File: src/rtl/fp32_pkg.sv
// rtl/fp32_pkg.sv - binary32 constants, unpacked operand type and classification helpers
package fp32_pkg;

    localparam int          EXP_BIAS  = 127;
    localparam int          EXP_MAX   = 255;
    localparam int          FRAC_W    = 23;
    localparam logic [31:0] CANON_NAN = 32'h7FC00000;
    localparam logic [31:0] POS_INF   = 32'h7F800000;
    localparam logic [31:0] NEG_INF   = 32'hFF800000;

    typedef struct packed {
        logic        sign;
        logic [7:0]  exp;
        logic [23:0] sig;
    } fp_unp_t;

    function automatic fp_unp_t fp_unpack(input logic [31:0] x);
        fp_unp_t u;
        u.sign = x[31];
        u.exp  = x[30:23];
        u.sig  = {|x[30:23], x[22:0]};
        return u;
    endfunction

    function automatic logic is_nan(input fp_unp_t u);
        return (u.exp == 8'hFF) && (|u.sig[22:0]);
    endfunction

    function automatic logic is_inf(input fp_unp_t u);
        return (u.exp == 8'hFF) && !(|u.sig[22:0]);
    endfunction

    function automatic logic is_zero(input fp_unp_t u);
        return u.exp == 8'h00;
    endfunction

endpackage

File: src/rtl/fp_lzc.sv
// rtl/fp_lzc.sv - leading-zero counter; all-zero input returns W
module fp_lzc #(
    parameter int W  = 27,
    parameter int CW = $clog2(W + 1)
) (
    input  logic [W-1:0]  i_value,
    output logic [CW-1:0] o_count
);

    // Scanning upward lets the highest set bit win.
    always_comb begin
        o_count = CW'(W);
        for (int i = 0; i < W; i++) begin
            if (i_value[i]) o_count = CW'(W - 1 - i);
        end
    end

endmodule

File: src/rtl/f_adder.sv
// rtl/f_adder.sv - 2-stage binary32 adder, RNE, flush-to-zero; FP_FLAGS_EN adds flags18
module f_adder
    import fp32_pkg::*;
(
    input  logic        clk18,
    input  logic        rst18,
    input  logic [31:0] a_original18,
    input  logic [31:0] b_original18,
`ifdef FP_FLAGS_EN
    output logic [3:0]  flags18,
`endif
    output logic [31:0] sum18
);

    fp_unp_t     w_ua, w_ub, w_ux, w_uy;
    logic [7:0]  w_diff;
    logic [49:0] w_ext;
    logic [26:0] w_x_al, w_y_al;
    logic [27:0] w_mant;
    logic        w_special, w_invalid;
    logic [31:0] w_spec_val;

    logic        r_s1_special, r_s1_sign;
    logic [31:0] r_s1_spec_val;
    logic [7:0]  r_s1_exp;
    logic [27:0] r_s1_mant;
`ifdef FP_FLAGS_EN
    logic        r_s1_invalid;
`endif

    assign w_ua   = fp_unpack(a_original18);
    assign w_ub   = fp_unpack(b_original18);
    assign w_ux   = (a_original18[30:0] >= b_original18[30:0]) ? w_ua : w_ub;
    assign w_uy   = (a_original18[30:0] >= b_original18[30:0]) ? w_ub : w_ua;
    assign w_diff = w_ux.exp - w_uy.exp;
    assign w_ext  = {w_uy.sig, 26'b0} >> w_diff;
    assign w_x_al = {w_ux.sig, 3'b000};
    // Sticky rides as the LSB so subtraction borrows correctly for rounding.
    assign w_y_al = (w_diff >= 8'd26) ? 27'd1 : {w_ext[49:24], |w_ext[23:0]};
    assign w_mant = (w_ux.sign == w_uy.sign) ? ({1'b0, w_x_al} + {1'b0, w_y_al})
                                             : ({1'b0, w_x_al} - {1'b0, w_y_al});

    always_comb begin
        w_special  = 1'b1;
        w_invalid  = 1'b0;
        w_spec_val = 32'h0;
        if (is_nan(w_ua) || is_nan(w_ub) ||
            (is_inf(w_ua) && is_inf(w_ub) && (w_ua.sign != w_ub.sign))) begin
            w_spec_val = CANON_NAN;
            w_invalid  = 1'b1;
        end else if (is_inf(w_ua)) begin
            w_spec_val = w_ua.sign ? NEG_INF : POS_INF;
        end else if (is_inf(w_ub)) begin
            w_spec_val = w_ub.sign ? NEG_INF : POS_INF;
        end else if (is_zero(w_ua) && is_zero(w_ub)) begin
            w_spec_val = {w_ua.sign & w_ub.sign, 31'b0};
        end else if (is_zero(w_ua)) begin
            w_spec_val = b_original18;
        end else if (is_zero(w_ub)) begin
            w_spec_val = a_original18;
        end else begin
            w_special = 1'b0;
        end
    end

    always_ff @(posedge clk18 or posedge rst18) begin
        if (rst18) begin
            r_s1_special  <= 1'b0;
            r_s1_spec_val <= 32'h0;
            r_s1_sign     <= 1'b0;
            r_s1_exp      <= 8'h0;
            r_s1_mant     <= 28'h0;
        end else begin
            r_s1_special  <= w_special;
            r_s1_spec_val <= w_spec_val;
            r_s1_sign     <= w_ux.sign;
            r_s1_exp      <= w_ux.exp;
            r_s1_mant     <= w_mant;
        end
    end

    logic [4:0]        w_lz;
    logic [26:0]       w_norm;
    logic signed [9:0] w_exp_n, w_exp_r;
    logic              w_round_up;
    logic [24:0]       w_sig_r;
    logic [22:0]       w_frac;
    logic [31:0]       w_result;

    fp_lzc #(.W(27)) u_lzc (
        .i_value (r_s1_mant[26:0]),
        .o_count (w_lz)
    );

    always_comb begin
        w_norm  = 27'h0;
        w_exp_n = 10'sd0;
        if (r_s1_mant[27]) begin
            w_norm  = {r_s1_mant[27:2], |r_s1_mant[1:0]};
            w_exp_n = $signed({2'b00, r_s1_exp}) + 10'sd1;
        end else begin
            w_norm  = r_s1_mant[26:0] << w_lz;
            w_exp_n = $signed({2'b00, r_s1_exp}) - $signed({5'b00000, w_lz});
        end
    end

    assign w_round_up = w_norm[2] & (w_norm[1] | w_norm[0] | w_norm[3]);
    assign w_sig_r    = {1'b0, w_norm[26:3]} + {24'h0, w_round_up};
    assign w_exp_r    = w_sig_r[24] ? (w_exp_n + 10'sd1) : w_exp_n;
    assign w_frac     = w_sig_r[24] ? w_sig_r[23:1] : w_sig_r[22:0];

    always_comb begin
        w_result = {r_s1_sign, w_exp_r[7:0], w_frac};
        if (r_s1_special)
            w_result = r_s1_spec_val;
        else if (r_s1_mant == 28'h0)
            w_result = 32'h0;
        else if (w_exp_r <= 10'sd0)
            w_result = {r_s1_sign, 31'b0};
        else if (w_exp_r >= 10'sd255)
            w_result = r_s1_sign ? NEG_INF : POS_INF;
    end

    always_ff @(posedge clk18 or posedge rst18) begin
        if (rst18) sum18 <= 32'h0;
        else       sum18 <= w_result;
    end

`ifdef FP_FLAGS_EN
    logic       w_of, w_uf;
    logic [3:0] w_flags;

    always_comb begin
        w_of    = 1'b0;
        w_uf    = 1'b0;
        w_flags = {r_s1_invalid, 3'b000};
        if (!r_s1_special && (r_s1_mant != 28'h0)) begin
            w_uf    = (w_exp_r <= 10'sd0);
            w_of    = !w_uf && (w_exp_r >= 10'sd255);
            w_flags = {1'b0, w_of, w_uf, (|w_norm[2:0]) | w_of | w_uf};
        end
    end

    always_ff @(posedge clk18 or posedge rst18) begin
        if (rst18) begin
            r_s1_invalid <= 1'b0;
            flags18      <= 4'h0;
        end else begin
            r_s1_invalid <= w_invalid;
            flags18      <= w_flags;
        end
    end
`else
    logic w_unused;
    assign w_unused = w_invalid;
`endif

endmodule

File: config.mk
export PLATFORM = sky130hd
export DESIGN_NAME = f_adder
export DESIGN_NICKNAME = d
export VERILOG_FILES = /design/src/rtl/fp32_pkg.sv /design/src/rtl/fp_lzc.sv /design/src/rtl/f_adder.sv
export SDC_FILE = /design/constraint.sdc
export NUM_CORES = 1
export LEC_CHECK = 0
export CORE_MARGIN = 4
export CORE_UTILIZATION = 65
export DETAILED_ROUTE_END_ITERATION = 10
export MAX_ROUTING_LAYER = met4
export PLACE_DENSITY = 0.95
export SYNTH_ARGS = -nofsm -noshare
export SYNTH_HDL_FRONTEND = slang
export SYNTH_SLANG_ARGS = --single-unit
File: constraint.sdc
create_clock -name clk18 -period 14.5 [get_ports clk18]
set_input_delay 1.45 -clock clk18 [delete_from_list [all_inputs] [get_ports clk18]]
set_output_delay 1.45 -clock clk18 [all_outputs]
set_load 0.02 [all_outputs]
## Word level (Yosys, flattened, before mapping)

Cells that the tools add are included.

- Flip-flop bits (word level): 102
- Bits in latches: 0
- Bits in writable memories: 0
- ROM bits: 0
- Input port bits: 66
- Logic and storage cells: 101
- Memories kept: 0

- Add/subtract/negate cells: 7
- Multiply operators: 0
- Divide/modulo/power cells: 0
- Magnitude comparators: 4
- Equality and inequality tests: 4
- Shift operators: 2
- Multiplexer cells: 54
- Bitwise operators: 4
- Reduce and logical (&&, ||, !) cells: 20

Operators by type and width:

| cell | number |
|---|---|
| $mux W32 | 13 |
| $mux W5 | 16 |
| $mux W33 | 2 |
| $mux W27 | 2 |
| $shr A50 B8 Y50 | 1 |
| $reduce_or A23 Y1 | 2 |
| $mux W4 | 8 |
| $ge A31 B31 Y1 | 1 |
| $add A27 B27 Y28 | 1 |
| $logic_not A28 Y1 | 1 |
| $mux W28 | 1 |
| $sub A27 B27 Y28 | 1 |
| $shl A27 B5 Y27 | 1 |
| $add A24 B1 Y25 | 1 |
| $reduce_or A24 Y1 | 1 |
| $mux W23 | 1 |
| $mux W10 | 2 |
| $eq A8 B8 Y1 const B | 2 |
| $logic_not A8 Y1 | 2 |
| $reduce_or A8 Y1 | 2 |
| $add A10 B2 Y10 const B | 1 |
| $ge A10 B9 Y1 const B | 1 |
| $le A10 B1 Y1 const B | 1 |
| $add A8 B1 Y9 const B | 1 |
| 13 further kinds | 30 |

## Logic depth before layout (Yosys ltp)

- Word-level depth: 39
- Depth in mapped cells: 47
- Mapped depth without buffers: 41

## Cells and area by module

Synthesis repeated with hierarchy kept, for this count alone.

- Cells, all modules: 1774
- Area, all modules: 13608.1 um^2

By module, submodules not included:

| module | instances | cells an instance | area an instance (um^2) | sequential area each (um^2) |
|---|---|---|---|---|
| f_adder | 1 | 1723 | 13330.3 | 2552.4 |
| fp_lzc | 1 | 51 | 277.8 | 0.0 |

## Least setup slack after synthesis

No wires, ideal clock.

- Path kind: input -> register
- Start point: input b_original18[2]
- End point: register r_s1_mant[25]
- Arrival: 9253 ps
- Setup slack: 5116 ps
- Stages: 46
- Path buffers: 10
- Cells stage by stage: inv_1 > ha_1 > o21ai_0 > a21oi_1 > o311a_1 > o2111ai_1 > and3_1 > buf_2 > buf_2 > buf_2 > buf_4 > buf_2 > mux2i_1 > ha_1 > clkbuf_1 > clkbuf_1 > clkbuf_1 > clkbuf_1 > [10 not listed] > o21bai_1 > a21oi_1 > o21bai_1 > a21oi_1 > o21bai_1 > a21oi_1 > o21bai_1 > a21oi_1 > o21bai_1 > a21o_1 > a21oi_1 > o21ai_0 > a2111oi_0 > nor2_1 > a211oi_1 > o41ai_1 > nor3_1 > xor2_1

- Longest elaborated chain between the ends: 8

Ends and longest elaborated chain:

| item | RTL line | RTL |
|---|---|---|
| start, declared | f_adder.sv:8 | `input logic [31:0] b_original18,` |
| $ge A31 B31 Y1 | f_adder.sv:33, f_adder.sv:34 |  |
| $mux W33, on equally long branches | f_adder.sv:33, f_adder.sv:34 |  |
| $sub A8 B8 Y8 | f_adder.sv:35 | `assign w_diff = w_ux.exp - w_uy.exp;` |
| $shr A50 B8 Y50 | f_adder.sv:36 | `assign w_ext = {w_uy.sig, 26'b0} >> w_diff;` |
| $reduce_or A24 Y1 | f_adder.sv:39 | `assign w_y_al = (w_diff >= 8'd26) ? 27'd1 : {w_ext[49:24], \|w_ext[23:0]};` |
| $mux W27 | f_adder.sv:39 |  |
| $sub A27 B27 Y28 / $add A27 B27 Y28 (equally long branches) | f_adder.sv:41, f_adder.sv:40 |  |
| $mux W28 * | f_adder.sv:40 | `assign w_mant = (w_ux.sign == w_uy.sign) ? ({1'b0, w_x_al} + {1'b0, w_y_al})` |
| via w_mant[25] | f_adder.sv:19 | `logic [27:0] w_mant;` |
| end signal, assigned | f_adder.sv:78 | `r_s1_mant <= w_mant;` |
| end, declared | f_adder.sv:26 | `logic [27:0] r_s1_mant;` |

The timed path passes the listed nets; every way through them passes the cells marked *.

## Worst setup path after layout

- Start point: input b_original18[23]
- End point: register r_s1_mant[25]

The elaborated chain is that of the path after synthesis.

==> impl_metrics.csv <==
group,metric,value,unit
sta,fmax,90.58,MHz
floorplan,core-area,0.02043,mm²
logic_synthesis,yosysSeqAreaShare,0.1871,
power,p_leak,6.414,nW
worst_hold_path,min_path_cells,2,
global_route,grt_pass1_vias,14131,
sta,setup_viol,0,
logic_synthesis,synth.mux.area_fraction,0.1065,
logic_synthesis,ys.flop_type,"dfrtp_1",
floorplan,start_util,0.6679,
logic_synthesis,synth_xor_xnor_area_share,0.04227,
sta,period_share,0.7614,
finish,antenna_cells,0,
setup_path,worstReg2RegStart,"r_s1_mant[6]",
finish,multi_input_area,0.01022,mm²
global_route,grt_max_degree,61,
sta,finClkSkew,0.01419,ns
drt,ant_nets,0,
finish,seq_area,0.002552,mm²
worst_hold_path,hold_path_startpoint,"r_s1_spec_val[4]",
logic_synthesis,synth_most_common_cell,"nand2_1",
sta,slew_violations,0,
finish,post-route-util,0.7314,
logic_synthesis,synth_area,0.01364,mm²
clock_tree,post_cts_resized,0,
logic_synthesis,synth_common_cells,"nand2_1 (198), nor2_1 (177), o21ai_0 (134)",
logic_synthesis,yosysTopAreaCell,"dfrtp_1",
floorplan,pin_count,98,
logic_synthesis,avgSynthCellArea,7.580,µm²
power,power_density,138.9,mW/mm²
power,total_power,2.076,mW
floorplan,num_rows,52,
power,ir_worst_vdd,0.07086,mV
global_route,grt_pass1_wl,78590,µm
place,port_buffers,97,
clock_tree,clk_pin_slew,0.08,ns
drt,num_vias,15261,
setup_path,worstPathArrival,11.33,ns
logic_synthesis,ys_ff_latch,102,
logic_synthesis,synth_warnings,0,
global_route,antenna_found_initial,2,
setup_path,cp_slowest_cell,"nor2_2",
clock_tree,cts.sinks,102,
run_status,outcome,"finished clean",
sta,tightest_slew,1.131,ns
setup_path,r2r_end,"sum18[18]",
logic_synthesis,synthAdderAreaFrac,0.08638,
drt,via_per_inst,7.274,
sta,rsz0062_at_grt,"false",
drt,first_iter_violations,2204,
logic_synthesis,synthTopCellsByArea,"dfrtp_1 (19%), ha_1 (8.3%), nand2_1 (5.4%), mux2i_1 (5.0%), o21ai_0 (4.9%)",
floorplan,die_x,152.9,µm
setup_path,max_stage_delay,0.65,ns
place,place.gp.congestion,1.084,
setup_path,rr_worst_depth,20,
setup_path,worstPathMaxFanout,59,
drt,drc,0,
place,place_hpwl,38910,µm
sta,fin_tns_setup,0,ns
drt,avgRoutedWirePerCell,24.20,µm
worst_hold_path,hold_end,"sum18[4]",
drt,first_pass_iters,7,
logic_synthesis,synthArstFlopShare,1.000,
sta,slew-limit-headroom,0.2379,
finish,final_cells,2098,
clock_tree,cts_buffers,9,
clock_tree,clock_latency,0.36,ns
finish,area_growth,9.509,%
clock_tree,h-tree-depth,3,
logic_synthesis,synth_cells,1800,
worst_hold_path,hp-class,"register to register",
logic_synthesis,synth_compound_area_frac,0.2845,
setup_path,path_class,"input port to register",
drt,drt-total-wl,50770,µm
setup_path,cp-end-kind,"register",
floorplan,dieArea,0.02337,mm²
finish,layout-drive-gt1-share,0.07330,
sta,worst_slack,3.460,ns
floorplan,die_y,152.9,µm
sta,hold_viol,0,
sta,post-route-min-period,11.04,ns
clock_tree,cts_tree,"built",
global_route,grt_usage,0.4258,
finish,num-nets-final,1982,
setup_path,start_kind,"input port",
finish,fillerInstances,1611,
place,pre_cts_ws,3.323,ns
setup_path,rrSetupSlack,7.23,ns
logic_synthesis,synth_edf_count,0,
clock_tree,clock_path_buffers,2,
global_route,grt-ovfl-total,0,
clock_tree,holdBufCountCts,0,
setup_path,cp_data_required_time,14.79,ns
logic_synthesis,synth_top_family_by_area,"compound AO/OA/AOI/OAI gates",
place,dp_cells,2082,
logic_synthesis,synth_top_area_frac,0.1871,
run,drv_cap,0,
clock_tree,cts_setup_buffers,0,
clock_tree,cts_root_buf,"clkbuf_16",
logic_synthesis,syn-num-nets,1959,
logic_synthesis,synth-simple-area-share,0.2267,
logic_synthesis,synth_cell_types,109,
==> placed cells by master, fill, tap and decap left out, types with 10 or more instances in the layout <==
cell type	instances
nor3_1	41
mux2i_1	68
nand3_1	73
dfrtp_1	102
o22ai_1	10
and2_1	20
o41ai_2	11
o21ai_0	134
and3_1	17
mux4_2	25
a31oi_1	22
a22oi_1	32
mux2_2	15
a21o_1	18
o211ai_1	21
a211oi_1	25
ha_1	91
or3_1	10
clkdlybuf4s50_1	97
o31ai_1	20
a21oi_1	106
o21a_1	12
nor2_1	176
nand2_1	198
nor2b_1	13
xor2_1	17
xnor2_1	46
inv_1	106
nor4_1	20
o2111ai_1	10
o21bai_1	17
buf_4	18
nand2b_1	18
nand4_1	29
==> flip-flops by register name, summed over array words and instances, names as in the netlist <==
name           cells
r_s1_spec_val     32
r_s1_mant         28
sum18             32
r_s1_special       1
r_s1_sign          1
r_s1_exp           8
==> per-layer routing <==
| layer | share of wire | global-route usage | vias to the layer above |
|---|---|---|---|
| met5 | 0 | - | - |
| met4 | 0.064 | 0.2202 | 0 |
| met3 | 0.13 | 0.07916 | 267 |
| met2 | 0.44 | 0.6434 | 1208 |
| met1 | 0.37 | 0.5476 | 7064 |
| li1 | - | - | 6722 |
==> power by group <==
group	internal (mW)	leakage [nW]	switching, mW	total (mW)
Combinational	0.529	4.99	0.850	1.38
Clock	0.123	0.144	0.119	0.242
Sequential	0.357	1.28	0.0980	0.455
Total	1.01	6.41	1.07	2.08
==> stage by stage <==
stage	hold slack (ns)	cell area, µm²
2_1_floorplan	0.4228	13640
3_5_place_dp	0.4509	14640
3_3_place_gp	0.4381	14640
4_1_cts	0.4595	14940
6_report	0.4615	14940
5_1_grt	0.4936	14940
==> how the worst max path moves through the flow <==
stage                     startpoint       endpoint  slack, ns  cells past startpoint
global route        b_original18[23]  r_s1_mant[25]       2.64                     43
CTS                 b_original18[23]  r_s1_mant[25]       3.67                     39
detailed placement  b_original18[23]  r_s1_mant[27]       3.32                     39
finish              b_original18[23]  r_s1_mant[25]       3.46                     39
floorplan            b_original18[2]  r_s1_mant[25]       5.12                     46
global placement    b_original18[23]  r_s1_mant[25]       3.64                     39
==> logic make-up (layout without fill, tap and decap cells) <==
group	after synthesis	count (layout)
AO/OA/AOI/OAI	558	558
buffers and inverters	215	243
adder cells (fa/ha/maj)	93	93
flip-flops	102	102
multiplexers	111	111
AND/OR/NAND/NOR	656	656
XOR/XNOR	65	65
==> worst max-delay path: cells and delay by family <==
family / cells / cell delay (ns)
AOI/OAI and AO/OA: 19 / 3.72
xor gates and xnor gates: 1 / 0.16
adders and majority gates: 3 / 1.00
muxes: 2 / 0.65
and+or+nand+nor: 9 / 2.53
buffers and inverters: 5 / 1.79
==> layout make-up <==
cell class	count	area share
Multi-Input combinational cell	1483	0.6839
Sequential cell	102	0.1708
Timing Repair Buffer	115	0.07402
Inverter	112	0.02872
Tap cell	270	0.02261
Clock buffer	9	0.01507
Clock inverter	7	0.004857
No activity file was read; power rests on OpenSTA's default activity.
